File: config.mk
export PLATFORM = sky130hd
export DESIGN_NAME = calc_exec_flat
export DESIGN_NICKNAME = d
export VERILOG_FILES = /design/src/rtl/calc_exec_if.sv /design/src/rtl/calc_exec.sv /design/src/flat_wrapper.sv
export SDC_FILE = /design/constraint.sdc
export NUM_CORES = 1
export LEC_CHECK = 0
export CAP_MARGIN = 25
export CORE_MARGIN = 2
export CORE_UTILIZATION = 40
export CTS_CLUSTER_DIAMETER = 30
export DETAILED_ROUTE_END_ITERATION = 7
export GPL_TIMING_DRIVEN = 0
export PLACE_DENSITY = 0.59
export RECOVER_POWER = 100
export SLEW_MARGIN = 10
export SYNTH_ARGS = -nofsm -noshare
export SYNTH_HDL_FRONTEND = slang
export SYNTH_SLANG_ARGS = --single-unit
File: constraint.sdc
create_clock -name CLK -period 5.8 [get_ports CLK]
set_clock_uncertainty 0.1 [all_clocks]
set_input_delay 0.58 -clock CLK [delete_from_list [all_inputs] [get_ports CLK]]
set_output_delay 0.58 -clock CLK [all_outputs]
set_load 0.05 [all_outputs]
File: src/rtl/calc_exec_if.sv
// Operand/opcode/result bundle between the calculator control FSM and calc_exec.
// The control FSM side uses modport master and the execution unit uses modport slave.
interface calc_exec_if #(
  parameter int DW = 8
);
  logic [DW-1:0]   Din;
  logic            WE;
  logic            W1;
  logic [2:0]      MS;
  logic            Done;
  logic [2*DW-1:0] Result;
  logic            Valid;
  logic            Busy;
  logic            Err;

  modport master (
    output Din, WE, W1, MS, Done,
    input  Result, Valid, Busy, Err
  );

  modport slave (
    input  Din, WE, W1, MS, Done,
    output Result, Valid, Busy, Err
  );
endinterface

File: src/rtl/calc_exec.sv
// Calculator execution unit: two-entry operand file, single-cycle ALU ops and an iterative shift-add multiplier.
// Define CALC_EXEC_DIV_EN to add an unsigned restoring divider (MS=101) that shares the iterative state.
module calc_exec #(
  parameter int DW = 8
) (
  input  logic        CLK,
  input  logic        clear_n,
  calc_exec_if.slave  bus
);

  localparam logic [1:0] IDLE = 2'd0;
  localparam logic [1:0] EXEC = 2'd1;
  localparam logic [1:0] MUL  = 2'd2;
  localparam logic [1:0] HOLD = 2'd3;

  localparam int CW = (DW > 1) ? $clog2(DW) : 1;
  localparam logic [CW-1:0] LAST = CW'(DW - 1);

  logic [1:0]      state;
  logic            done_p1;
  logic [DW-1:0]   rf_a, rf_b;
  logic [2:0]      op_p1;
  logic [DW-1:0]   a_p1, b_p1;
  logic [2*DW-1:0] acc, mcand;
  logic [DW-1:0]   mplier;
  logic [CW-1:0]   cnt;
  logic [2*DW-1:0] result;
  logic            valid, busy, err;

  logic            rise;
  logic [2*DW-1:0] mul_acc_nxt;
  logic [2*DW-1:0] exec_res;
  logic            exec_err;
  logic            exec_iter;
  logic [2*DW-1:0] iter_res;

  function automatic logic [2*DW-1:0] zext(input logic [DW-1:0] v);
    return {{DW{1'b0}}, v};
  endfunction

  function automatic logic [2*DW-1:0] sub_ext(input logic [DW-1:0] a, input logic [DW-1:0] b);
    logic signed [2*DW-1:0] d;
    d = $signed(zext(a)) - $signed(zext(b));
    return d;
  endfunction

  assign rise        = (state == IDLE) && bus.Done && !done_p1;
  assign mul_acc_nxt = mplier[0] ? (acc + mcand) : acc;

`ifdef CALC_EXEC_DIV_EN
  logic [DW-1:0] rem, quo;
  logic [DW:0]   rem_sh, rem_diff;
  logic          rem_ge;
  logic [DW-1:0] rem_nxt, quo_nxt;

  assign rem_sh   = {rem, quo[DW-1]};
  assign rem_diff = rem_sh - {1'b0, b_p1};
  assign rem_ge   = (rem_sh >= {1'b0, b_p1});
  assign rem_nxt  = rem_ge ? rem_diff[DW-1:0] : rem_sh[DW-1:0];
  assign quo_nxt  = {quo[DW-2:0], rem_ge};
  assign iter_res = (op_p1 == 3'b101) ? {rem_nxt, quo_nxt} : mul_acc_nxt;
`else
  assign iter_res = mul_acc_nxt;
`endif

  always_comb begin
    exec_res  = '0;
    exec_err  = 1'b0;
    exec_iter = 1'b0;
    case (op_p1)
      3'b000: exec_res = zext(a_p1);
      3'b001: exec_res = zext(a_p1) + zext(b_p1);
      3'b010: exec_res = sub_ext(a_p1, b_p1);
      3'b100: exec_res = zext(a_p1 ^ b_p1);
      3'b011: exec_iter = 1'b1;
`ifdef CALC_EXEC_DIV_EN
      3'b101: begin
        if (b_p1 == '0) begin
          exec_res = {a_p1, {DW{1'b1}}};
          exec_err = 1'b1;
        end else begin
          exec_iter = 1'b1;
        end
      end
`endif
      default: exec_err = 1'b1;
    endcase
  end

  // Control and architectural state
  always_ff @(posedge CLK or negedge clear_n) begin
    if (!clear_n) begin
      state   <= IDLE;
      done_p1 <= 1'b1;
      rf_a    <= '0;
      rf_b    <= '0;
      result  <= '0;
      valid   <= 1'b0;
      busy    <= 1'b0;
      err     <= 1'b0;
    end else begin
      done_p1 <= bus.Done;
      case (state)
        IDLE: begin
          if (bus.WE) begin
            if (bus.W1) rf_b <= bus.Din;
            else        rf_a <= bus.Din;
          end
          if (rise) state <= EXEC;
        end
        EXEC: begin
          if (!bus.Done) begin
            state <= IDLE;
            valid <= 1'b0;
            busy  <= 1'b0;
            err   <= 1'b0;
          end else if (exec_iter) begin
            state <= MUL;
            busy  <= 1'b1;
          end else begin
            state  <= HOLD;
            result <= exec_res;
            valid  <= 1'b1;
            err    <= exec_err;
          end
        end
        MUL: begin
          // A falling Done wins over completion on the same edge
          if (!bus.Done) begin
            state <= IDLE;
            valid <= 1'b0;
            busy  <= 1'b0;
            err   <= 1'b0;
          end else if (cnt == LAST) begin
            state  <= HOLD;
            result <= iter_res;
            valid  <= 1'b1;
            busy   <= 1'b0;
            err    <= 1'b0;
          end
        end
        default: begin
          if (!bus.Done) begin
            state <= IDLE;
            valid <= 1'b0;
            busy  <= 1'b0;
            err   <= 1'b0;
          end
        end
      endcase
    end
  end

  // Latched operands and iteration datapath
  always_ff @(posedge CLK) begin
    if (rise) begin
      op_p1 <= bus.MS;
      a_p1  <= rf_a;
      b_p1  <= rf_b;
    end
    if (state == EXEC) begin
      acc    <= '0;
      mcand  <= zext(a_p1);
      mplier <= b_p1;
      cnt    <= '0;
`ifdef CALC_EXEC_DIV_EN
      rem    <= '0;
      quo    <= a_p1;
`endif
    end else if (state == MUL) begin
      acc    <= mul_acc_nxt;
      mcand  <= mcand << 1;
      mplier <= mplier >> 1;
      cnt    <= cnt + 1'b1;
`ifdef CALC_EXEC_DIV_EN
      rem    <= rem_nxt;
      quo    <= quo_nxt;
`endif
    end
  end

  assign bus.Result = result;
  assign bus.Valid  = valid;
  assign bus.Busy   = busy;
  assign bus.Err    = err;

endmodule

File: src/flat_wrapper.sv
// flat-port wrapper written by rule: the top's interface ports become plain ports
module calc_exec_flat 
#(
  parameter int DW = 8
)
  (CLK, clear_n, bus_Din, bus_WE, bus_W1, bus_MS, bus_Done, bus_Result, bus_Valid, bus_Busy, bus_Err);
  calc_exec_if #(.DW(DW)) bus_i ();
  input  logic CLK;
  input  logic clear_n;
  input wire logic [$bits(bus_i.Din)-1:0] bus_Din;
  input wire logic [$bits(bus_i.WE)-1:0] bus_WE;
  input wire logic [$bits(bus_i.W1)-1:0] bus_W1;
  input wire logic [$bits(bus_i.MS)-1:0] bus_MS;
  input wire logic [$bits(bus_i.Done)-1:0] bus_Done;
  output wire logic [$bits(bus_i.Result)-1:0] bus_Result;
  output wire logic [$bits(bus_i.Valid)-1:0] bus_Valid;
  output wire logic [$bits(bus_i.Busy)-1:0] bus_Busy;
  output wire logic [$bits(bus_i.Err)-1:0] bus_Err;
  assign bus_i.Din = bus_Din;
  assign bus_i.WE = bus_WE;
  assign bus_i.W1 = bus_W1;
  assign bus_i.MS = bus_MS;
  assign bus_i.Done = bus_Done;
  assign bus_Result = bus_i.Result;
  assign bus_Valid = bus_i.Valid;
  assign bus_Busy = bus_i.Busy;
  assign bus_Err = bus_i.Err;
  calc_exec #(.DW(DW)) u_core (.CLK(CLK), .clear_n(clear_n), .bus(bus_i));
endmodule
==> impl_results.md <==
- Outcome: finished with violations
- Violated checks: max-capacitance violations, max-slew violations
- CP max FO: 9
- Clock transition at the registers of the reported paths: 80 ps
- Fin util: 46.8%
- VDD IR max: ~0.29 mV
- CP max-delay cell: edfxtp_1
- Slew of the pin with the lowest slew margin: 1740 ps
- Most frequent CP cell: clkbuf_1
- Number of synthesized flops with an enable pin: 35
- Port Buffers: 34
- Die Wd: 126 µm
- Hold path depth: 0
- Cells along the critical path: ha_1 -> clkbuf_1 -> nor2b_1 -> o21ai_0 -> a21oi_1 -> o2111ai_1 -> and2_0 -> clkbuf_1 -> o22ai_1 -> a211oi_2
- Final worst-path cycle share: 52.5%
- Root Driver: clkbuf_16
- Yosys synthesis warning count: 0
- Synthesized instance count: between 500 and 600
- Clock share of power: 18.4%
- Rows: 44
- Total wire length: 15500 µm
- Asr flop ratio synth: a little under two fifths
- Max Cap Viol: 1
- P_leak: roughly 2.8 nW
- Share of layout cells above drive strength 1: 10.5%
- Commonest non-fill, non-tap cells in the layout: nor2_1, nand2_1, a21oi_1
- Met1 WL: 7490 µm
- DP Wirelength: between 10000 and 15000 µm
- Switching part of the total power: between 40% and 50%
- CTS Sinks: 100
- DIE AREA: 15800 µm²
- Area share of the largest cell type after synthesis: between 15 and 20%
- Global placer's final weighted congestion: between 0.8 and 0.9
- Final Hold Violating Endpoints: 0
- Drt pass-1 iters: 5
- DR top layer: met4
- Setup repair after global routing missed its margin: false
- Antenna cell count: 0
- Synthesized cell area: roughly 6000 µm²
- Final min period: 3040 ps
- Initial DRC count: 339
- Largest net degree at the start of global routing: 31
- FMAX: 328 MHz
- Slew headroom: -15.9%
- I/O pin count: 35
- Total power per unit cell area: 532 nW/µm²
- Seq pwr share: 34.1%
- Part of the power in combinational logic: 47.5%
- Gr usage total: 20.3%
- Max Buffers Root-to-Sink: 2
- CP Depth: 10
- Via density: 5.54
- Met3 wire length: 601 µm
- Crit-path leading delay family: compound AO/OA/AOI/OAI gates
- Seq cells post-synth: 100
- Setup TNS: 0 ps
- Crit start category: register
- Setup bufs post-CTS: 0
- Ranking of synthesized cells by area: edfxtp_1, dfrtp_1, dfxtp_1, ha_1, mux2_2
- Residual DRC: 0
- Starting Density: 40.8%
- Core Region: around 14000 µm²
- Worst Path Buf+Inv: 2
- Number of global-route vias before repair: 4576
- Mean routed wirelength per cell: 18.6 µm
- Worst skew pair latency: 360 ps
- Most common cell after layout, fill and taps aside: nor2_1
- CP required: 5980 ps
- Vias: 4603
- Netlist cell types: 70
- CTS buffer count: 9
- Nets: roughly 700
- H-tree depth: 3
- Overflow after GRT: 0
- Crit path DAT: 3230 ps
- Layout area overhead: 14.7%
- Main synth FF type: dfrtp_1
- Seq/Total Area, Yosys: 43.1%
- Switching pwr: 1.55 mW
- Post-Syn Nets: between 600 and 700
- Post-DRT Antenna Nets: 0
- Largest area contributor in the netlist: edfxtp_1
- Antenna violations before repair: 0
- Pre-CTS WS: 2810 ps
- Setup violations, final: 0
- Fin worst setup slack: 2760 ps
- CP Class: register to register
- Die Ht: 126 µm
- Syn avg cell area: slightly below 10 µm²
- WL met2: 7060 µm
- Worst min path class: register to register
- Critical Path Max Stage Delay: 470 ps
- Max-slew violations: 31
- CTS tree: yes
- First-pass GRT wire length: around 25000 µm
- Crit end category: register
- Worst R2R Path Depth: 10
- Cell-internal power: 2.05 mW
-- synthesized netlist by cell type (all sizes together) (5+ instances only) --
cell    instances
a31oi          14
a21oi          51
o211ai          6
and2            7
or3             6
o21ai          23
o31ai           7
inv            29
dfrtp          37
o21a            5
dfxtp          27
nor2b           8
mux2i          14
o22ai           8
nand2          54
xor2            7
clkbuf         15
edfxtp         35
ha             38
nor2           55
buf            14
a211oi         10
o21bai          7
nor3            8
nand2b          7
mux2           33
xnor2           9
nand3           8
a21o           10
-- path summary, 6_finish.rpt --
check	from	to	slack (ps)
max	u_core.a_p1[2]	u_core.bus.Result[15]	2760
max reg2reg	u_core.a_p1[2]	u_core.bus.Result[15]	2760
min reg2reg	u_core.rf_a[4]	u_core.a_p1[4]	350
max in group asynchronous	clear_n	u_core.state[1]	2950
min	u_core.rf_a[4]	u_core.a_p1[4]	350
min in group asynchronous	clear_n	u_core.bus.Result[2]	630
-- power groups by stage --
| stage | clock network [mW] | registers (mW) | logic [mW] |
|---|---|---|---|
| 6_report | 0.664 | 1.23 | 1.71 |
| 5_1_grt | 0.707 | 1.26 | 1.87 |
| 4_1_cts | 0.677 | 1.23 | 1.76 |
| 3_5_place_dp | 0 | 1.24 | 1.75 |
| 3_3_place_gp | 0 | 1.23 | 1.72 |
| 2_1_floorplan | 0 | 1.39 | 1.07 |
-- through the flow --
stage	cell area, µm²	power, mW	hold slack [ps]	instances
after floorplan	5910	2.46	184	594
after global placement	6480	2.95	326	812
after detailed placement	6510	3.00	328	814
after CTS	6840	3.67	346	831
after global routing	6770	3.84	362	831
final	6770	3.60	347	831
-- cell type report --
class,instances,area [µm²]
fill,1380,7700
multi-input combinational,436,3030
sequential,100,2540
timing repair buffer,37,352
tap,184,230
clock buffer,9,225
buffer,29,185
inverter,29,109
clock inverter,7,97.6
-- worst reg2reg max path: cells and delay by family, from the launching register on --
family	cells	cell delay (ps)
compound gates	5	1150
fa+ha+maj	1	310
buf+inv	2	590
simple gates	2	350
flops	1	470
-- cells by family after synthesis --
logic type / synth area share [%]
and+or+nand+nor: 13.6
AOI/OAI and AO/OA: 17.9
DFF: 43.1
buffers and inverters: 5.30
muxes: 8.67
adders and majority gates: 9.07
xor gates and xnor gates: 2.37
-- timing repair --
item / in CTS / in global routing
endpoints found under the hold margin: 8 / 0
hold buffers: 1 / 0
resized for setup: 0 / 0
endpoints found under the setup margin: 0 / 0
-- sequential cells by signal (all words and copies together) (netlist names), 8 cells and up --
register and cells:
u_core.a_p1 8, u_core.b_p1 8, u_core.mplier 8, u_core.rf_a 8
u_core.mcand 16, u_core.rf_b 8, u_core.acc 16, u_core.bus.Result 16
-- per-layer routing --
metal  global-route usage, %  up-vias
li1                        -     2235
met1                    28.0     2240
met2                    31.8      106
met3                    3.81       22
met4                    7.52        0
met5                       0        -
Power figures use the tool's default switching activity.
